## src/rtl/div_radix2.sv

```systemverilog
// Multi-cycle radix-2 restoring divider (signed DIV / unsigned DIVU) returning {remainder, quotient}.
// Latency: start accepted in IDLE, WIDTH BUSY cycles, result presented in the following DONE cycle.
// Backpressure: stall_req freezes the pipeline while working; hold keeps DONE/ready asserted.
//
// Ports:
//   clk, resetn      clock, synchronous active-low reset
//   en, alucontrol   execute-stage valid and decoded ALU op; DIV/DIVU start a division
//   a, b             dividend / divisor, sampled only on the start edge
//   cancel           pipeline flush; aborts BUSY/DONE and blocks a start
//   hold             downstream stall; keeps a finished result presented
//   result           {hi = remainder, lo = quotient}, registered
//   ready            result valid this cycle (DONE)
//   stall_req        combinational freeze request for IF..EX
module div_radix2 #(
  parameter int         WIDTH        = 32,
  parameter logic [4:0] DIV_CONTROL  = 5'b11010,
  parameter logic [4:0] DIVU_CONTROL = 5'b11011
) (
  input  logic               clk,
  input  logic               resetn,
  input  logic               en,
  input  logic [4:0]         alucontrol,
  input  logic [WIDTH-1:0]   a,
  input  logic [WIDTH-1:0]   b,
  input  logic               cancel,
  input  logic               hold,
  output logic [2*WIDTH-1:0] result,
  output logic               ready,
  output logic               stall_req
);

  localparam int            CW   = $clog2(WIDTH + 1);
  localparam logic [CW-1:0] LAST = CW'(WIDTH - 1);

  typedef enum logic [1:0] {
    S_IDLE = 2'd0,
    S_BUSY = 2'd1,
    S_DONE = 2'd2
  } state_e;

  state_e             state_q, state_d;
  logic [WIDTH-1:0]   rem_q, rem_d;     // partial remainder
  logic [WIDTH-1:0]   quo_q, quo_d;     // dividend shifting out / quotient shifting in
  logic [WIDTH-1:0]   dvs_q, dvs_d;     // divisor magnitude
  logic [CW-1:0]      cnt_q, cnt_d;
  logic               qneg_q, qneg_d;   // negate quotient at the end
  logic               rneg_q, rneg_d;   // negate remainder at the end
  logic [2*WIDTH-1:0] result_q, result_d;

  logic               is_div;
  logic               start;
  logic [WIDTH-1:0]   abs_a, abs_b;
  logic [WIDTH:0]     upper;
  logic               ge;
  logic [WIDTH-1:0]   rem_nx, quo_nx;
  logic [WIDTH-1:0]   rem_fix, quo_fix;

  localparam logic [WIDTH-1:0] ONE_W  = {{(WIDTH-1){1'b0}}, 1'b1};
  localparam logic [CW-1:0]    ONE_CW = {{(CW-1){1'b0}}, 1'b1};

  always_comb begin
    is_div = (alucontrol == DIV_CONTROL);
    start  = en && !cancel && (is_div || (alucontrol == DIVU_CONTROL));

    // Magnitudes are plain unsigned WIDTH-bit values, so the most negative
    // number keeps its own bit pattern and the overflow case wraps naturally.
    abs_a = (is_div && a[WIDTH-1]) ? (~a + ONE_W) : a;
    abs_b = (is_div && b[WIDTH-1]) ? (~b + ONE_W) : b;

    // One restoring step: bring the next dividend bit into the remainder and
    // trial-subtract. The comparison uses WIDTH+1 bits so the carried-out bit
    // counts; the kept difference always fits back into WIDTH bits.
    upper  = {rem_q, quo_q[WIDTH-1]};
    ge     = (upper >= {1'b0, dvs_q});
    rem_nx = ge ? (upper[WIDTH-1:0] - dvs_q) : upper[WIDTH-1:0];
    quo_nx = {quo_q[WIDTH-2:0], ge};

    quo_fix = qneg_q ? (~quo_nx + ONE_W) : quo_nx;
    rem_fix = rneg_q ? (~rem_nx + ONE_W) : rem_nx;
  end

  always_comb begin
    state_d  = state_q;
    rem_d    = rem_q;
    quo_d    = quo_q;
    dvs_d    = dvs_q;
    cnt_d    = cnt_q;
    qneg_d   = qneg_q;
    rneg_d   = rneg_q;
    result_d = result_q;

    case (state_q)
      S_IDLE: begin
        if (start) begin
          rem_d   = '0;
          quo_d   = abs_a;
          dvs_d   = abs_b;
          cnt_d   = '0;
          qneg_d  = is_div && (a[WIDTH-1] ^ b[WIDTH-1]);
          rneg_d  = is_div && a[WIDTH-1];
          state_d = S_BUSY;
        end
      end
      S_BUSY: begin
        if (cancel) begin
          state_d = S_IDLE;
        end else begin
          rem_d = rem_nx;
          quo_d = quo_nx;
          cnt_d = cnt_q + ONE_CW;
          if (cnt_q == LAST) begin
            result_d = {rem_fix, quo_fix};
            state_d  = S_DONE;
          end
        end
      end
      S_DONE: begin
        if (cancel || !hold) state_d = S_IDLE;
      end
      default: state_d = S_IDLE;
    endcase
  end

  always_ff @(posedge clk) begin
    if (!resetn) begin
      state_q  <= S_IDLE;
      rem_q    <= '0;
      quo_q    <= '0;
      dvs_q    <= '0;
      cnt_q    <= '0;
      qneg_q   <= 1'b0;
      rneg_q   <= 1'b0;
      result_q <= '0;
    end else begin
      state_q  <= state_d;
      rem_q    <= rem_d;
      quo_q    <= quo_d;
      dvs_q    <= dvs_d;
      cnt_q    <= cnt_d;
      qneg_q   <= qneg_d;
      rneg_q   <= rneg_d;
      result_q <= result_d;
    end
  end

  assign result    = result_q;
  assign ready     = (state_q == S_DONE);
  assign stall_req = ((state_q == S_IDLE) && start) || (state_q == S_BUSY);

endmodule

```

## config.mk

```make
export PLATFORM = sky130hd
export DESIGN_NAME = div_radix2
export DESIGN_NICKNAME = d
export VERILOG_FILES = /design/src/rtl/div_radix2.sv
export SDC_FILE = /design/constraint.sdc
export NUM_CORES = 1
export LEC_CHECK = 0
export ABC_AREA = 1
export CAP_MARGIN = 30
export CORE_MARGIN = 4
export CORE_UTILIZATION = 50
export DETAILED_ROUTE_END_ITERATION = 6
export PLACE_DENSITY = 0.72
export SLEW_MARGIN = 30
export SYNTH_ARGS = -nofsm -noshare
export SYNTH_HDL_FRONTEND = slang
export SYNTH_SLANG_ARGS = --single-unit
```

## constraint.sdc

```tcl
create_clock -name clk -period 4.4 [get_ports clk]
set_input_delay 0.44 -clock clk [delete_from_list [all_inputs] [get_ports clk]]
set_output_delay 0.44 -clock clk [all_outputs]
set_load 0.02 [all_outputs]
```

==> results of run 1 <==
-- cells in the mapped netlist (all sizes together), types with 3 or more instances --
cell	instances	area share [%]
a31oi	3	0.15
nor3	31	1.3
nor4	8	0.39
nor2	267	8.4
o221ai	12	0.83
ha	37	3.7
clkbuf	53	1.6
nand3b	6	0.36
and2	5	0.27
nand4	23	1.1
a211oi	4	0.24
o21ai	169	6.9
a21o	4	0.24
nand2	587	18
o211ai	22	1.3
xor2	48	3.3
nand3	103	4.4
or2	7	0.35
o41ai	3	0.21
a21oi	162	6.5
inv	306	9.1
buf	25	1.4
xnor2	32	2.2
dfxtp	170	27
-- logic make-up (layout without fill, tap and decap cells) --
logic type	count (synthesis)	after routing	share of synthesized area, %
xor+xnor	80	80	5.525
simple gates	1040	1040	34.71
compound gates	391	391	17.09
buf+inv	385	505	12.04
fa+ha+maj	38	38	3.808
flops	170	170	26.84
-- report_power, final --
| group | internal [W] | switching, W |
|---|---|---|
| sequential | 0.00158 | 0.0000431 |
| clock | 0.000910 | 0.000708 |
| combinational | 0.000986 | 0.00243 |
| total | 0.00347 | 0.00318 |
-- per-stage QoR --
step | utilization (%) | hold WS, ns | cell area (µm²) | total power [W]
after floorplan | - | 0.4403 | 12680 | 0.003962
after CTS | 59.74 | 0.4838 | 14960 | 0.006605
final | 59.74 | 0.4795 | 14960 | 0.006655
after global placement | 57.30 | 0.4582 | 14350 | 0.004972
after detailed placement | 57.30 | 0.4697 | 14350 | 0.004987
after global routing | 59.74 | 0.5008 | 14960 | 0.007045
-- layout make-up --
cell class / instances / area (µm²)
well taps: 330 / 412.9
flip-flops and latches: 170 / 3403
clock buffers: 18 / 429.2
clock inverters: 13 / 182.7
inverters: 307 / 1155
repair buffers: 167 / 1609
fillers: 2489 / 10080
multi-input cells: 1549 / 7765
-- layer usage --
layer	vias up	wire length, µm	share of wire [%]
li1	6933	-	-
met5	-	19	0.042
met3	76	3256	7.2
met4	4	1212	2.7
met1	6292	20330	45
met2	562	20180	45
-- worst max-delay path: cells and delay by family (launching register included) --
kind / cells / cell delay, ns
compound gates: 4 / 0.47
xor+xnor: 1 / 0.08
fa+ha+maj: 2 / 0.52
simple gates: 15 / 2.00
buf+inv: 5 / 0.26
flops: 1 / 0.34
-- worst paths after layout --
check,from,endpoint
worst min-delay path,dvs_q[13]$_SDFFE_PN0P_,dvs_q[13]$_SDFFE_PN0P_
worst min register to register,dvs_q[13]$_SDFFE_PN0P_,dvs_q[13]$_SDFFE_PN0P_
worst max register to register,dvs_q[19]$_SDFFE_PN0P_,result[30]$_SDFFE_PN0P_
worst max-delay path,dvs_q[19]$_SDFFE_PN0P_,result[30]$_SDFFE_PN0P_
-- flip-flops by register name, indices dropped and copies added (netlist names) --
name / flops
result: 64
rneg_q: 1
qneg_q: 1
state_q: 2
rem_q: 32
dvs_q: 32
cnt_q: 6
quo_q: 32
==> impl_metrics.py, run 1 <==
metrics = {
    "run_status": {
        "outcome": "finished clean",
    },
    "clock_network": {
        "clock_sinks": 170,
        "ctsRootBufferMaster": "clkbuf_16",
        "cts_tree": "built",
        "clock_latency_ns": 0.44,
        "postCtsHoldBufs": 0,
        "cts.clk_slew.worst_paths_ns": 0.07,
        "post_cts_buffers": 0,
        "cts_max_path_buffers": 2,
        "numCtsBuffers": 17,
        "cts_resized": 0,
        "h-tree-depth": 4,
    },
    "setup_path": {
        "start_kind": "flip-flop",
        "worst-path-max-fanout": 10,
        "critPathKind": "reg -> reg",
        "endpoint_kind": "flip-flop",
        "r2r_slack_ns": 0.62,
        "timing.critical_path.mode_cell": "nand2_1",
        "max_stage_delay_ns": 0.40,
        "critPathRequiredTime_ns": 4.73,
        "cp_slowest_cell": "ha_1",
        "cp_data_arrival_time_ns": 4.11,
        "reg2reg_depth": 27,
    },
    "synthesis": {
        "synth_area_mm2": 0.01268,
        "synth-edff-count": 0,
        "syn_inst": 2104,
        "syn_avg_cell_area_um2": 6.028,
        "synth_cell_types": 54,
        "synth-main-ff-cell": "dfxtp_1",
        "yosys_warnings": 0,
        "ys_seq_area_share_pct": 26.84,
        "synth_nets": 2216,
        "ys_seq_elements": 170,
        "async_flop_share_pct": 0,
    },
    "floorplan": {
        "fp.dieArea_mm2": 0.02798,
        "start_util_pct": 50.65,
        "core_mm2": 0.02504,
        "die_y_um": 167.3,
        "rows": 58,
        "die_w_um": 167.3,
        "boundaryPins": 140,
    },
    "hold_path": {
        "hold_depth": 2,
        "min_path_type": "reg -> reg",
    },
    "global_routing": {
        "grt_pass1_vias": 12890,
        "grt_pass1_wl_mm": 70.28,
        "antenna_found_initial": 2,
        "overflow": 0,
        "track_usage_pct": 31.41,
        "grt_max_degree": 102,
        "grtUsageMet1_pct": 43.15,
        "use_met3_pct": 5.005,
        "grt-busiest-layer": "met2",
        "met2_usage_pct": 51.23,
    },
    "drt": {
        "dr.pass1.iters": 6,
        "avgViaCountPerCell": 5.430,
        "routed_wirelength_mm": 45.00,
        "wire_per_inst_um": 17.62,
        "drc": 0,
        "drtIter0Drc": 1305,
        "postRouteAntennaNets": 0,
        "vias": 13870,
    },
    "timing": {
        "setup_viol": 0,
        "fin_crit_sh_pct": 86.00,
        "skew_ns": 0.01487,
        "fin_ws_ns": 0.6162,
        "fmax_mhz": 264.3,
        "slew-limit-headroom_pct": 37.91,
        "tns_ns": 0,
        "drv_slew": 0,
        "tightest_slew_ns": 0.9314,
        "period_minus_slack_ns": 3.784,
        "hold_violations": 0,
        "rsz0062_at_grt": "no",
    },
    "place": {
        "routabilityCongestion": 1.036,
        "dp_hpwl_mm": 34.78,
        "place_ws_ns": 0.6845,
        "port_buffers": 139,
        "dp.cells": 2523,
    },
    "power_and_ir_drop": {
        "cellLeakagePower_nw": 7.311,
        "ir_worst_vdd_v": 0.0002678,
        "power.density_mw_per_mm2": 444.9,
    },
    "finish": {
        "layout.nets": 2324,
        "final_common_cell": "nand2_1",
        "drive_gt1_share_pct": 6.070,
        "mostFrequentLayoutCells": "nand2_1 (562), inv_1 (300), nor2_1 (247)",
        "fin_cells": 2554,
        "syn2layout_area_growth_pct": 17.94,
        "n_antenna_cell": 0,
    },
    "run": {
        "drv_cap": 0,
    },
}
(Power assumes the default switching activity.)
==> inputs of run 2 (changes only) <==
--- a/config.mk
+++ b/config.mk
@@ -7,6 +7,7 @@
 export LEC_CHECK = 0
 export ABC_AREA = 1
 export CAP_MARGIN = 30
+export CORE_ASPECT_RATIO = 0.5
 export CORE_MARGIN = 4
 export CORE_UTILIZATION = 50
 export DETAILED_ROUTE_END_ITERATION = 6
==> run 2 against run 1 <==
Combinational power about the same. Routed wire length decreased by 3.8%. Non-clock buffer count down 3. Worst setup slack better by 0.031 ns. Largest cell class unchanged.
==> impl_metrics.py, run 2 (synthesized netlist as in run 1, its figures left out) <==
metrics = {
    "place": {
        "routabilityCongestion": 1.003,
        "placed_cell_area_mm2": 0.01432,
        "port_buffers": 139,
        "dp_hpwl_mm": 32.79,
        "place_ws_ns": 0.7068,
    },
    "drt": {
        "vias": 13690,
        "routed_wirelength_mm": 43.28,
        "drc": 0,
        "drtIter0Drc": 1464,
        "wire_per_inst_um": 16.92,
        "postRouteAntennaNets": 0,
        "avgViaCountPerCell": 5.351,
        "dr.pass1.iters": 5,
    },
    "clock_network": {
        "cts_max_path_buffers": 2,
        "ctsRootBufferMaster": "clkbuf_16",
        "clock_sinks": 170,
        "h-tree-depth": 4,
        "cts.clk_slew.worst_paths_ns": 0.07,
        "clock_latency_ns": 0.45,
        "cts_resized": 0,
        "cts_tree": "built",
        "post_cts_buffers": 0,
        "postCtsHoldBufs": 0,
        "numCtsBuffers": 17,
    },
    "power_and_ir_drop": {
        "ir_worst_vdd_v": 0.0002998,
        "power.density_mw_per_mm2": 441.8,
        "cellLeakagePower_nw": 7.300,
    },
    "global_routing": {
        "track_usage_pct": 30.65,
        "antenna_found_initial": 0,
        "overflow": 0,
        "grt_pass1_wl_mm": 67.89,
        "grt_max_degree": 83,
        "grt_pass1_vias": 12530,
    },
    "hold_path": {
        "min_path_type": "reg -> reg",
        "hp-start": "dvs_q[7]$_SDFFE_PN0P_",
        "min_to": "dvs_q[7]$_SDFFE_PN0P_",
        "hold_depth": 2,
    },
    "finish": {
        "layout.nets": 2321,
        "final_common_cell": "nand2_1",
        "largest_reg_flops": 64,
        "n_antenna_cell": 0,
        "fin_util_pct": 60.98,
        "syn2layout_area_growth_pct": 17.67,
        "stdcell_area_mm2": 0.01492,
        "mostFrequentLayoutCells": "nand2_1 (562), inv_1 (300), nor2_1 (247)",
        "drive_gt1_share_pct": 6.031,
    },
    "setup_path": {
        "crit_family": "simple AND/OR/NAND/NOR gates",
        "critPathKind": "reg -> reg",
        "cp_slowest_cell": "ha_1",
        "timing.critical_path.mode_cell": "nand2_1",
        "crit_buf_inv": 4,
        "max_stage_delay_ns": 0.38,
        "worst-path-max-fanout": 5,
        "worstReg2RegStart": "dvs_q[24]$_SDFFE_PN0P_",
        "reg2reg_depth": 27,
        "r2r_slack_ns": 0.65,
        "critPathRequiredTime_ns": 4.75,
        "start_kind": "flip-flop",
        "endpoint_kind": "flip-flop",
        "cp_data_arrival_time_ns": 4.10,
        "r2r_end": "result[30]$_SDFFE_PN0P_",
    },
    "run_status": {
        "outcome": "finished clean",
    },
    "floorplan": {
        "boundaryPins": 140,
        "start_util_pct": 51.82,
        "fp.dieArea_mm2": 0.02813,
        "core_mm2": 0.02447,
        "rows": 40,
        "die_w_um": 233.2,
        "die_y_um": 120.6,
    },
    "timing": {
        "slew-limit-headroom_pct": 41.94,
        "tns_ns": 0,
        "hold_violations": 0,
        "setup_viol": 0,
        "tightest_slew_ns": 0.8710,
        "fmax_mhz": 266.5,
        "rsz0062_at_grt": "no",
        "fin_ws_ns": 0.6477,
        "fin_crit_sh_pct": 85.28,
        "skew_ns": 0.01306,
        "drv_slew": 0,
        "period_minus_slack_ns": 3.752,
    },
    "run": {
        "drv_cap": 0,
    },
}
run 2: cell types whose count changed in the layout (fill, tap and decap cells not counted):
cell / change
buf_12: -1
inv_6: +2
buf_4: -2
bufinv_16: -1
clkinv_4: -1
clkinvlp_4: -1
clkinv_2: +2
clkinv_8: +1
clkbuf_1: -1
run 2: worst max path at each step:
stage	startpoint	endpoint	cells after the start	slack [ns]
2_1_floorplan	rem_q[7]$_SDFFE_PN0P_	result[30]$_SDFFE_PN0P_	29	1.0
3_3_place_gp	rem_q[23]$_SDFFE_PN0P_	result[30]$_SDFFE_PN0P_	26	0.73
3_5_place_dp	dvs_q[24]$_SDFFE_PN0P_	result[30]$_SDFFE_PN0P_	27	0.71
4_1_cts	dvs_q[24]$_SDFFE_PN0P_	result[30]$_SDFFE_PN0P_	27	0.69
5_1_grt	dvs_q[2]$_SDFFE_PN0P_	result[30]$_SDFFE_PN0P_	29	0.23
6_report	dvs_q[24]$_SDFFE_PN0P_	result[30]$_SDFFE_PN0P_	27	0.65
run 2: area by class of cell:
type	count	area (µm²)
Sequential cell	170	3403
Tap cell	336	420.4
Timing Repair Buffer	164	1574
Clock inverter	15	180.2
Inverter	307	1155
Multi-Input combinational cell	1549	7765
Fill cell	2419	9550
Clock buffer	17	425.4
run 2: layer usage:
layer / share of wire, % / up-vias / GRT usage (%)
met5: 0 / - / 0
met1: 46 / 6169 / 43.35
met2: 42 / 525 / 46.16
met4: 3.2 / 0 / 10.63
met3: 8.7 / 70 / 6.521
li1: - / 6923 / -
run 2: through the flow:
stage | std cells | total power [W] | hold slack, ns
2_1_floorplan | 2104 | 0.003962 | 0.4403
3_3_place_gp | 2526 | 0.004909 | 0.4599
3_5_place_dp | 2526 | 0.004911 | 0.4587
4_1_cts | 2558 | 0.006503 | 0.4739
5_1_grt | 2558 | 0.006989 | 0.5038
6_report | 2558 | 0.006593 | 0.4696
run 2: power breakdown:
part           internal, W  total [W]  switching, W  leakage (nW)
clock             0.000860    0.00159      0.000726         0.298
combinational     0.000950    0.00339       0.00244          5.63
sequential         0.00158    0.00162     0.0000413          1.37
total              0.00339    0.00659       0.00321          7.30
run 2: tightest hold or removal path: cells and delay by family, from the launching register on:
family                 cells  cell delay, ns
flip-flops                 1            0.30
buffers and inverters      1            0.06
AO/OA/AOI/OAI              1            0.06
